===== config.mk =====
export PLATFORM = sky130hd
export DESIGN_NAME = mul_uart_engine
export DESIGN_NICKNAME = d
export VERILOG_FILES = /design/src/rtl/mul_uart_engine.sv
export SDC_FILE = /design/constraint.sdc
export NUM_CORES = 1
export LEC_CHECK = 0
export BUFFER_PORTS_ARGS = -buffer_cell sky130_fd_sc_hd__buf_4
export CORE_AREA = 5 5 147 149
export DETAILED_ROUTE_END_ITERATION = 7
export DIE_AREA = 0 0 152 154
export PLACE_DENSITY = 0.48
export SYNTH_ARGS = -nofsm -noshare
export SYNTH_HDL_FRONTEND = slang
export SYNTH_SLANG_ARGS = --single-unit

===== constraint.sdc =====
create_clock -name clk_int -period 3.35 [get_ports clk_int]
set_input_delay 0.5025 -clock clk_int [delete_from_list [all_inputs] [get_ports clk_int]]
set_output_delay 0.5025 -clock clk_int [all_outputs]
set_load 0.1 [all_outputs]

===== src/rtl/mul_uart_engine.sv =====
// Byte-stream multiply engine between uart_rx and uart_tx: takes a command byte and two
// LSB-first operands, multiplies them by shift-add, and streams the 2W-bit product out LSB first.
module mul_uart_engine #(
    parameter int OP_BYTES    = 1,
    parameter int TIMEOUT_CYC = 65535
) (
    input  logic       clk_int,
    input  logic       reset,
    input  logic [7:0] rx_data,
    input  logic       rx_valid,
    input  logic       tx_ready,
    output logic       tx_start,
    output logic [7:0] tx_data,
    output logic       busy,
    output logic [7:0] err_cnt
);

    localparam int W  = 8 * OP_BYTES;
    localparam int PW = 2 * W;
    localparam int IW = $clog2(2 * OP_BYTES + 1);
    localparam int CW = $clog2(W + 1);
    localparam int TW = $clog2(TIMEOUT_CYC + 1);

    localparam logic [IW-1:0] LAST_OP  = IW'(OP_BYTES - 1);
    localparam logic [IW-1:0] LAST_PB  = IW'(2 * OP_BYTES - 1);
    localparam logic [TW-1:0] TMO_LAST = TW'(TIMEOUT_CYC - 1);
    localparam logic [CW-1:0] ITER     = CW'(W);
    localparam logic [7:0]    CMD_U    = 8'hA5;
    localparam logic [7:0]    CMD_S    = 8'hA6;

    typedef enum logic [2:0] {
        IDLE, GET_A, GET_B, PREP, MUL, FIX, SEND, SEND_WAIT
    } state_t;

    state_t        state;
    logic          signed_mode;
    logic          neg;
    logic [W-1:0]  op_a;
    logic [W-1:0]  op_b;
    logic [PW-1:0] mcand;
    logic [PW-1:0] acc;
    logic [IW-1:0] idx;
    logic [CW-1:0] iter;
    logic [TW-1:0] tmo;

    function automatic logic [7:0] sat_inc(input logic [7:0] v);
        return (v == 8'hFF) ? v : v + 8'd1;
    endfunction

    // Magnitude of the most negative value wraps to 2^(W-1), which is correct read as unsigned.
    function automatic logic [W-1:0] magnitude(input logic signed [W-1:0] v);
        return (v < 0) ? W'(-v) : W'(v);
    endfunction

    always_ff @(posedge clk_int) begin
        if (!reset) begin
            state       <= IDLE;
            tx_start    <= 1'b0;
            tx_data     <= 8'h00;
            busy        <= 1'b0;
            err_cnt     <= 8'h00;
            signed_mode <= 1'b0;
            neg         <= 1'b0;
            op_a        <= '0;
            op_b        <= '0;
            mcand       <= '0;
            acc         <= '0;
            idx         <= '0;
            iter        <= '0;
            tmo         <= '0;
        end else begin
            tx_start <= 1'b0;

            // Bytes arriving while computing or sending are dropped and counted.
            if (rx_valid && !(state inside {IDLE, GET_A, GET_B}))
                err_cnt <= sat_inc(err_cnt);

            case (state)
                IDLE: begin
                    if (rx_valid) begin
                        if (rx_data == CMD_U || rx_data == CMD_S) begin
                            signed_mode <= (rx_data == CMD_S);
                            idx         <= '0;
                            tmo         <= '0;
                            busy        <= 1'b1;
                            state       <= GET_A;
                        end else begin
                            err_cnt <= sat_inc(err_cnt);
                        end
                    end
                end

                GET_A, GET_B: begin
                    if (rx_valid) begin
                        tmo <= '0;
                        for (int i = 0; i < OP_BYTES; i++) begin
                            if (idx == IW'(i)) begin
                                if (state == GET_A) op_a[i*8 +: 8] <= rx_data;
                                else                op_b[i*8 +: 8] <= rx_data;
                            end
                        end
                        if (idx == LAST_OP) begin
                            idx   <= '0;
                            state <= (state == GET_A) ? GET_B : PREP;
                        end else begin
                            idx <= idx + 1'b1;
                        end
                    end else if (tmo == TMO_LAST) begin
                        err_cnt <= sat_inc(err_cnt);
                        idx     <= '0;
                        tmo     <= '0;
                        busy    <= 1'b0;
                        state   <= IDLE;
                    end else begin
                        tmo <= tmo + 1'b1;
                    end
                end

                PREP: begin
                    neg   <= signed_mode & (op_a[W-1] ^ op_b[W-1]);
                    mcand <= {{W{1'b0}}, (signed_mode ? magnitude(op_a) : op_a)};
                    op_b  <= signed_mode ? magnitude(op_b) : op_b;
                    acc   <= '0;
                    iter  <= ITER;
                    state <= MUL;
                end

                MUL: begin
                    if (op_b[0]) acc <= acc + mcand;
                    mcand <= mcand << 1;
                    op_b  <= op_b >> 1;
                    iter  <= iter - 1'b1;
                    if (iter == CW'(1)) state <= FIX;
                end

                FIX: begin
                    if (neg) acc <= -acc;
                    idx   <= '0;
                    state <= SEND;
                end

                SEND: begin
                    if (tx_ready) begin
                        for (int i = 0; i < 2 * OP_BYTES; i++) begin
                            if (idx == IW'(i)) tx_data <= acc[i*8 +: 8];
                        end
                        tx_start <= 1'b1;
                        state    <= SEND_WAIT;
                    end
                end

                // tx_ready still reads high here; it only drops the cycle after tx_start.
                SEND_WAIT: begin
                    if (idx == LAST_PB) begin
                        idx   <= '0;
                        busy  <= 1'b0;
                        state <= IDLE;
                    end else begin
                        idx   <= idx + 1'b1;
                        state <= SEND;
                    end
                end

                default: state <= IDLE;
            endcase
        end
    end

endmodule


* Word-level counts from Yosys, hierarchy flattened
Cells that the tools add are included.
** Storage, ports and cells
- Input port bits :: 12
- Bits in registers :: 93
- Logic and storage cells :: 130
- Output and inout port bits :: 18
** Cells by class
- Order comparisons :: 2
- Eq/ne operators :: 29
- Reduce and logical (&&, ||, !) cells :: 24
- Bitwise gates (word level) :: 2
- Add/sub/neg operators :: 8
- Multiplexer cells :: 51
** Operators by type and width (number)
- two-way mux 8 bit :: 15
- two-way mux 16 bit :: 6
- one-hot mux 16 bit (2 select lines) :: 2
- one-hot mux 16 bit (3 select lines) :: 1
- inequality test 2 bit (second input constant) :: 13
- == test 8 bit (second input constant) :: 3
- two-way mux 3 bit :: 8
- one-hot mux 8 bit (3 select lines) :: 1
- one-hot mux 3 bit (7 select lines) :: 1
- AND reduction 6 bit :: 3
- adder 16 x 1 -> 16 bit (second input constant) :: 1
- adder 16 bit :: 1
- == test 16 bit (second input constant) :: 1
- < comparator 8 x 1 -> 1 bit (second input constant) :: 2
- negation 16 bit :: 1
- negation 8 bit :: 2
- one-hot mux 8 bit (2 select lines) :: 1
- == test 3 bit (second input constant) :: 4
- two-way mux 2 bit :: 6
- AND reduction 3 bit :: 4
- nonzero test 3 bit :: 4
- adder 8 x 1 -> 8 bit (second input constant) :: 1
- one-hot mux 2 bit (4 select lines) :: 1
- one-hot mux 4 bit (2 select lines) :: 1
- other kinds (22) :: 33

* Logic depth before layout (Yosys ltp)
Gate-level depths: netlist (run 1).
- Depth after elaboration :: 8
- Depth in mapped cells :: 9
- Depth with buffers taken out :: 9

* Worst setup path after synthesis (run 1)
OpenSTA, ideal clock, no wires.
- Path kind :: register -> register
- Start :: register err_cnt[0]
- End :: register err_cnt[1]
- Slack :: 0.426 ns
- Path buffers :: 0
- Setup time :: 0.142 ns
- Period minus slack after synthesis :: 2.924 ns
- Stages on the path, launching flop included :: 8
- Arrival time :: 2.782 ns
- Required time :: 3.208 ns
- Cells stage by stage :: dfxtp_1 ha_1 nand2_1 or3_1 o211ai_1 mux2_2 a221oi_1 a311oi_1
** Between the ends
- Longest elaborated chain between the ends :: 6
- Elaborated cells on any way between the ends :: 9
- Classes of those cells :: 1 x add/sub; 1 x eq/ne; 7 x mux
** RTL lines
- start, declared :: line 15 : output logic [7:0] err_cnt
- start signal, assigned :: line 76 : err_cnt <= sat_inc(err_cnt);
- start signal, assigned :: line 88 : err_cnt <= sat_inc(err_cnt);
- start signal, assigned :: line 109 : err_cnt <= sat_inc(err_cnt);
- adder 8 x 1 -> 8 bit or == test 8 bit (tied branches) :: line 47 : return (v == 8'hFF) ? v : v + 8'd1;
- two-way mux 8 bit * :: line 47
- two-way mux 8 bit :: line 75 : if (rx_valid && !(state inside {IDLE, GET_A, GET_B}))
- two-way mux 8 bit, on equally long branches :: line 108, 81
- two-way mux 8 bit, on equally long branches :: line 94, 80
- one-hot mux 8 bit (2 select lines) * :: line 78 : case (state)
Every way passes the cells marked *; elsewhere a longest branch is shown, timed or not.
A chain may end at the register's enable or synchronous reset.

* Worst setup path after layout (run 1)
- Start :: register acc[5]
- End :: register acc[15]
** Between the ends
- Longest elaborated chain between the ends :: 3
- Elaborated cells on any way between the ends :: 5
- Classes of those cells :: 2 x add/sub; 3 x mux
** RTL lines
- start, declared :: line 41 : logic [PW-1:0] acc;
- start signal, assigned :: line 129 : if (op_b[0]) acc <= acc + mcand;
- start signal, assigned :: line 137 : if (neg) acc <= -acc;
- negation 16 bit or adder 16 bit (tied branches) :: line 137, 129
- two-way mux 16 bit, on equally long branches :: line 137, 129
- one-hot mux 16 bit (3 select lines) * :: line 78
Every way passes the cells marked *; elsewhere a longest branch is shown, timed or not. The select of a mux whose other input is x is not followed.

==> results of run 1 <==
[cells by family (layout without fill, tap and decap cells)]
kind of cell	Yosys count	in the layout	share of synthesized area, %
buffers and inverters	67	85	4.27
adders and majority gates	27	27	5.83
AOI/OAI and AO/OA	216	216	24.7
xor gates and xnor gates	34	34	5.03
and+or+nand+nor	294	294	24.3
DFF	93	93	31.4
muxes	26	26	4.50
[registers in the layout, indices dropped and copies added, names as in the netlist]
register and cells:
acc 16, busy 1, err_cnt 8, idx 2
iter 4, mcand 16, neg 1, op_a 8
op_b 8, signed_mode 1, state 3, tmo 16
tx_data 8, tx_start 1
[report_power, final]
group	switching (mW)	internal (mW)	leakage (nW)
logic	0.315	0.157	1.61
registers	0.0536	1.14	0.750
clock network	0.464	0.601	0.146
[layer usage]
metal / part of all wire [%] / up-vias / GRT usage [%]
met4: 1.2 / 0 / 3.94
li1: - / 2840 / -
met3: 3.4 / 11 / 1.66
met1: 50 / 2691 / 20.7
met5: 0 / - / 0
met2: 46 / 101 / 23.0
[layout make-up]
| type | instances | area (um2) | area share, % |
|---|---|---|---|
| Clock buffer | 11 | 243 | 3.59 |
| Clock inverter | 5 | 60.1 | 0.888 |
| Inverter | 22 | 82.6 | 1.22 |
| Multi-Input combinational cell | 597 | 3820 | 56.5 |
| Sequential cell | 93 | 1860 | 27.5 |
| Tap cell | 270 | 338 | 5.00 |
| Timing Repair Buffer | 47 | 353 | 5.22 |
[tightest hold or removal path: stages]
cell and delay (ps):
buf_4 90, mux2i_1 60, nor2_1 80
[cell usage after synthesis (4+ instances only)]
cell type  number
a211oi_1       13
a21o_1          7
a21oi_1        46
a221oi_1        6
a22oi_1        28
a31o_2          4
a31oi_1        11
and2_1          9
and3_1          9
and4_1          4
clkbuf_1       41
dfxtp_1        93
ha_1           26
inv_1          22
mux2_2          5
mux2i_1        21
nand2_1        59
nand3_1        31
nand4_1        16
nor2_1         95
nor2b_1         4
nor3_1         24
nor4_1          5
o211ai_1       11
o21a_1          6
o21ai_0        35
o22ai_1         4
o31a_1          6
o31ai_1        11
o41ai_1         4
or3_1          19
xnor2_1        12
xor2_1         22
[worst paths after layout]
path                                  from      end  slack [ps]  cells past startpoint
worst max-delay path                acc[5]  acc[15]         680                      6
worst min-delay path            rx_data[5]  op_a[5]         410                      3
worst min register to register     tmo[15]  tmo[15]         480                      2
worst max register to register      acc[5]  acc[15]         680                      6
==> key figures, run 1 <==
STA
  • Maximum clock skew at final layout: 9.94 ps
  • Worst hold slack: 411 ps
  • Transition at the pin with the smallest max-transition slack: 758 ps
  • Hold violation total from the final report: 0
  • Highest achievable clock rate: 0.374 GHz
  • Min Tclk post-route: 2670 ps
  • Final-layout setup total negative slack: 0 ps
  • Period utilisation layout: 79.7%
  • Final setup viols: 0
  • Unrepaired setup endpoints after global routing: no
  • Headroom to the max-slew limit: 49.4%
  • Slack of the critical path: 679 ps
  • Slew Limit Fails: 0

Clock network
  • Post-CTS clock slew at the launch and capture registers of the worst setup and hold paths: 70 ps
  • Setup Fix Bufs, Post-CTS: 0
  • Clock Tree Buf Depth: 2
  • Resized Gates After CTS: 0
  • Clock latency on the worst-skew pair: 350 ps
  • TritonCTS clock tree: built
  • Clock root cell: clkbuf_16
  • Clk sinks: 93
  • Inserted Clock Buffers: 9
  • H-tree depth reported by CTS: 3
  • CTS hold repair buffers: 0

Place
  • Placed Instances: 1029
  • Detailed placer's ending HPWL: 12.3 mm
  • Post-Place Worst Slack: 707 ps
  • Port Buf Inserts: 29
  • Area after detailed placement: 6460 um2
  • Final GP Congestion: 0.837

Synth
  • Synthesis-stage register bit count: 93
  • Number of library cell types mapped by synthesis: 60
  • Leading cell types by total area after synthesis: dfxtp_1 31%, nor2_1 6.0%, ha_1 5.5%
  • Post-Syn Area: 5920 um2
  • Post-synth top area cell: dfxtp_1
  • Mean post-synth cell area: 7.82 um2
  • Synth Warn #: 0
  • Main flop type after synthesis: dfxtp_1
  • Number of cells produced by synthesis: 757
  • Post-synth EDFFs: 0
  • Number of nets in the synthesized netlist: 796
  • Async SR Flop Fraction: 0%
  • Portion of the post-synthesis area used by sequential elements: 31.4%
  • Area fraction of the dominant cell type after synthesis: 31.4%

Floorplan
  • Area of the core region: 20000 um2
  • Die Y: 154 um
  • Initial core utilization: 29.6%
  • Width of the chip: 152 um
  • Die ar.: 23400 um2
  • Site row count: 52
  • Total I/O pin count: 30

Global route
  • Total gr overflow: 0
  • Initial antenna violation count: 0
  • Wire length of the first global-routing pass: 28.0 mm
  • Number of global-route vias before repair: 5148
  • Overall global routing resource usage: 14.4%
  • Pin count of the biggest net entering global routing: 27

Final layout
  • Area growth from synthesis to layout: 14.1%
  • Number of antenna repair diodes: 0
  • Post-route cell area: 6760 um2
  • Nets: 809
  • Fillers: 2183
  • Final cell count without fillers: 1045
  • Layout cells sized above 1: 11.0%
  • Most common cell after layout, fill and taps aside: nor2_1
  • Most frequent cells in the layout: 94 x nor2_1, 93 x dfxtp_1, 59 x nand2_1
  • Fin util: 33.7%

Critical path
  • Slowest Stage Delay on Critical Path: 590 ps
  • Sum of buffers and inverters on the critical path: 0
  • Cell at the slowest stage of the critical path: or4_4
  • Cell family contributing the most delay on the critical path: simple AND/OR/NAND/NOR gates
  • Category of the critical setup timing path: reg2reg
  • Critical path required time: 3580 ps
  • Startpoint type of the worst setup path: flip-flop
  • Endpoint type of the worst setup path: flip-flop
  • List of cells traversed by the critical path: or4_4, or3_1, or4_4, or3_1, a22oi_1, o32ai_1
  • Critical path arrival: 2900 ps
  • Critical path fanouts, max: 9

Detailed routing
  • Vias: 5643
  • # DRC: 0
  • Sum of routed wire length over all layers: 17.2 mm
  • Post-detailed-route count of antenna-violating nets: 0
  • DRT iter0 DRCs: 367
  • Via density: 5.40
  • Count of TritonRoute iterations in the first routing pass: 5
  • Routed wire length per instance: 16.5 um

Run
  • Number of max-capacitance violations reported: 0

Run status
  • Status: finished clean

Power
  • Peak supply drop: 0.227 mV
  • Total power consumption of the routed design: 2.73 mW
  • PwrDens: 404 nW/um2
  • Cell leakage power: 2.50 nW

Min path
  • Hold Crit Class: in2reg
Note: power is estimated with default switching activity, not from simulation.
==> run 2: changes to the inputs <==
PLACE_DENSITY = 0.5   (was 0.48)
clock period = 2.3 ns   (was 3.35 ns; I/O delays follow)
==> run 2 against run 1 <==
  * The run now ends with negative setup slack left
  * Clock skew increased by 1.4 ps
  * Utilization is 2.4 points higher
  * Cell count rose by 4.6%
  * Combinational power increased by 60%
  * Flip-flop and latch count unchanged
  * Critical endpoint unchanged
  * Via count grew 1.9%
  * First-iteration DRC count grew 10%
  * Sequential power up 46%
==> key figures, run 2 (synthesis results as in run 1) <==
Run status
  • Status: finished with violations
  • Failing checks: negative setup slack

Detailed routing
  • # DRC: 0 (unchanged)
  • Routed wire length per instance: 15.8 um (-3.9%)
  • Via density: 5.26 (-2.5%)
  • Vias: 5752 (+1.9%)
  • Sum of routed wire length over all layers: 17.3 mm (+0.52%)
  • Post-detailed-route count of antenna-violating nets: 0 (unchanged)
  • Count of TritonRoute iterations in the first routing pass: 5 (unchanged)
  • DRT iter0 DRCs: 404 (+10%)

Place
  • Detailed placer's ending HPWL: 12.8 mm (+4.0%)
  • Placed Instances: 1077 (+4.7%)
  • Port Buf Inserts: 29 (unchanged)
  • Final GP Congestion: 0.838 (+0.16%)

Power
  • Fraction of power spent switching nets: 31.7% (+1.2 points)
  • Cell leakage power: 2.77 nW (+11%)
  • Share of power burned in combinational logic: 18.7% (+1.4 points)
  • Peak supply drop: 0.317 mV (+40%)
  • Relative contribution of sequential cells to total power: 42.9% (-0.7 points)
  • Internal power of the cells: 2.77 mW (+46%)
  • Total power consumption of the routed design: 4.05 mW (+49%)
  • Reported net switching power: 1.28 mW (+54%)
  • PwrDens: 560 nW/um2 (+39%)
  • Clock power share: 38.4% (-0.6 points)

Critical path
  • Critical path fanouts, max: 4 (-5)
  • Critical path required time: 2540 ps (-1040 ps)
  • Category of the critical setup timing path: reg2reg
  • Startpoint type of the worst setup path: flip-flop
  • Endpoint type of the worst setup path: flip-flop
  • Critical path arrival: 2560 ps (-340 ps)

Floorplan
  • Total I/O pin count: 30 (unchanged)
  • Width of the chip: 152 um (unchanged)
  • Die Y: 154 um (unchanged)
  • Die ar.: 23400 um2 (unchanged)
  • Initial core utilization: 29.6% (unchanged)
  • Area of the core region: 20000 um2 (unchanged)
  • Site row count: 52 (unchanged)

STA
  • Transition at the pin with the smallest max-transition slack: 574 ps (-185 ps)
  • Min Tclk post-route: 2330 ps (-342 ps)
  • Worst hold slack: 242 ps (-169 ps)
  • Unrepaired setup endpoints after global routing: yes
  • Maximum clock skew at final layout: 11.4 ps (+1.41 ps)
  • Final-layout setup total negative slack: -28.2 ps (-28.2 ps)
  • Slew Limit Fails: 0 (unchanged)
  • Highest achievable clock rate: 0.430 GHz (+15%)
  • Period utilisation layout: 101% (+22 points)
  • Final setup viols: 1 (+1)
  • Headroom to the max-slew limit: 60.8% (+11 points)
  • Hold violation total from the final report: 0 (unchanged)
  • Slack of the critical path: -28.2 ps (-708 ps)

Run
  • Number of max-capacitance violations reported: 0 (unchanged)

Clock network
  • Clock root cell: clkbuf_16
  • Clk sinks: 93 (unchanged)
  • Inserted Clock Buffers: 9 (unchanged)
  • TritonCTS clock tree: built
  • H-tree depth reported by CTS: 3 (unchanged)
  • CTS hold repair buffers: 0 (unchanged)
  • Post-CTS clock slew at the launch and capture registers of the worst setup and hold paths: 70 ps (about the same)
  • Clock latency on the worst-skew pair: 360 ps (about the same)
  • Clock Tree Buf Depth: 2 (unchanged)

Global route
  • Pin count of the biggest net entering global routing: 32 (+19%)
  • Number of global-route vias before repair: 5342 (+3.8%)
  • Total gr overflow: 0 (unchanged)
  • Initial antenna violation count: 0 (unchanged)
  • Wire length of the first global-routing pass: 28.6 mm (+2.1%)
  • Overall global routing resource usage: 14.7% (+0.31 points)

Final layout
  • Layout cells sized above 1: 19.1% (+8.1 points)
  • Number of antenna repair diodes: 0 (unchanged)
  • Area growth from synthesis to layout: 22.3%
  • Nets: 857 (+5.9%)
  • Final cell count without fillers: 1093 (+4.6%)
  • Fin util: 36.2% (+2.4 points)
  • Most common cell after layout, fill and taps aside: nor2_1
  • Most frequent cells in the layout: 94 x nor2_1, 92 x buf_4, 81 x dfxtp_1
  • Top flop regs: acc x16, mcand x16, tmo x16

Min path
  • Hold Crit Class: in2reg
run 2: changes by cell type in the layout (fill, tap and decap cells not counted), sizes merged:
cell	before	now
clkinv	3	1
inv	22	26
buf	47	95
clkinvlp	1	0
bufinv	1	0
run 2: what timing repair did:
item	CTS	global route
endpoints found under the hold margin	0	0
setup endpoints to repair	2	9
buffers inserted	0	0
pin swaps	1	3
resized for setup	3	14
run 2: power groups by stage:
stage | Sequential (mW) | Clock (mW) | Combinational [mW]
after detailed placement | 1.78 | 0 | 0.747
final | 1.74 | 1.56 | 0.758
after floorplan | 1.91 | 0 | 0.362
after global routing | 1.75 | 1.67 | 0.828
after CTS | 1.74 | 1.60 | 0.751
after global placement | 1.77 | 0 | 0.748
run 2: worst max-delay path, cell delays in order, from the launching register on:
cell and delay (ps):
dfxtp_2 320, or4_4 530, or3_4 340, or4_4 450, or3_4 340, a22oi_2 130, o32ai_1 100
run 2: through the flow:
| step | instance area, um2 | setup WS (ps) |
|---|---|---|
| 2_1_floorplan | 5940 | -196 |
| 3_3_place_gp | 6870 | -81.2 |
| 3_5_place_dp | 6870 | -98.9 |
| 4_1_cts | 7180 | -79.3 |
| 5_1_grt | 7240 | -85.9 |
| 6_report | 7240 | -28.2 |
run 2: final timing paths:
check        startpoint      end  slack, ps  depth (start not counted)
min          rx_data[5]  op_a[5]        240                          3
max reg2reg      acc[5]  acc[15]        -30                          6
max              acc[5]  acc[15]        -30                          6
min reg2reg     tmo[15]  tmo[15]        480                          2
run 2: area by class of cell:
class                   instances  area, um2
clock buffers                  11        254
clock inverters                 5       46.3
fillers                      2172      12800
inverters                      22       82.6
multi-input cells             597       3890
flip-flops and latches         93       1880
well taps                     270        338
repair buffers                 95        751
run 2: layer usage:
layer  up-vias  global-route usage, %  routed length, um
li1       2936                      -                  -
met1      2701                   21.6               9030
met2        99                   21.8               7390
met3        16                   2.22                615
met4         0                   5.31                290
met5         -                      0                  0
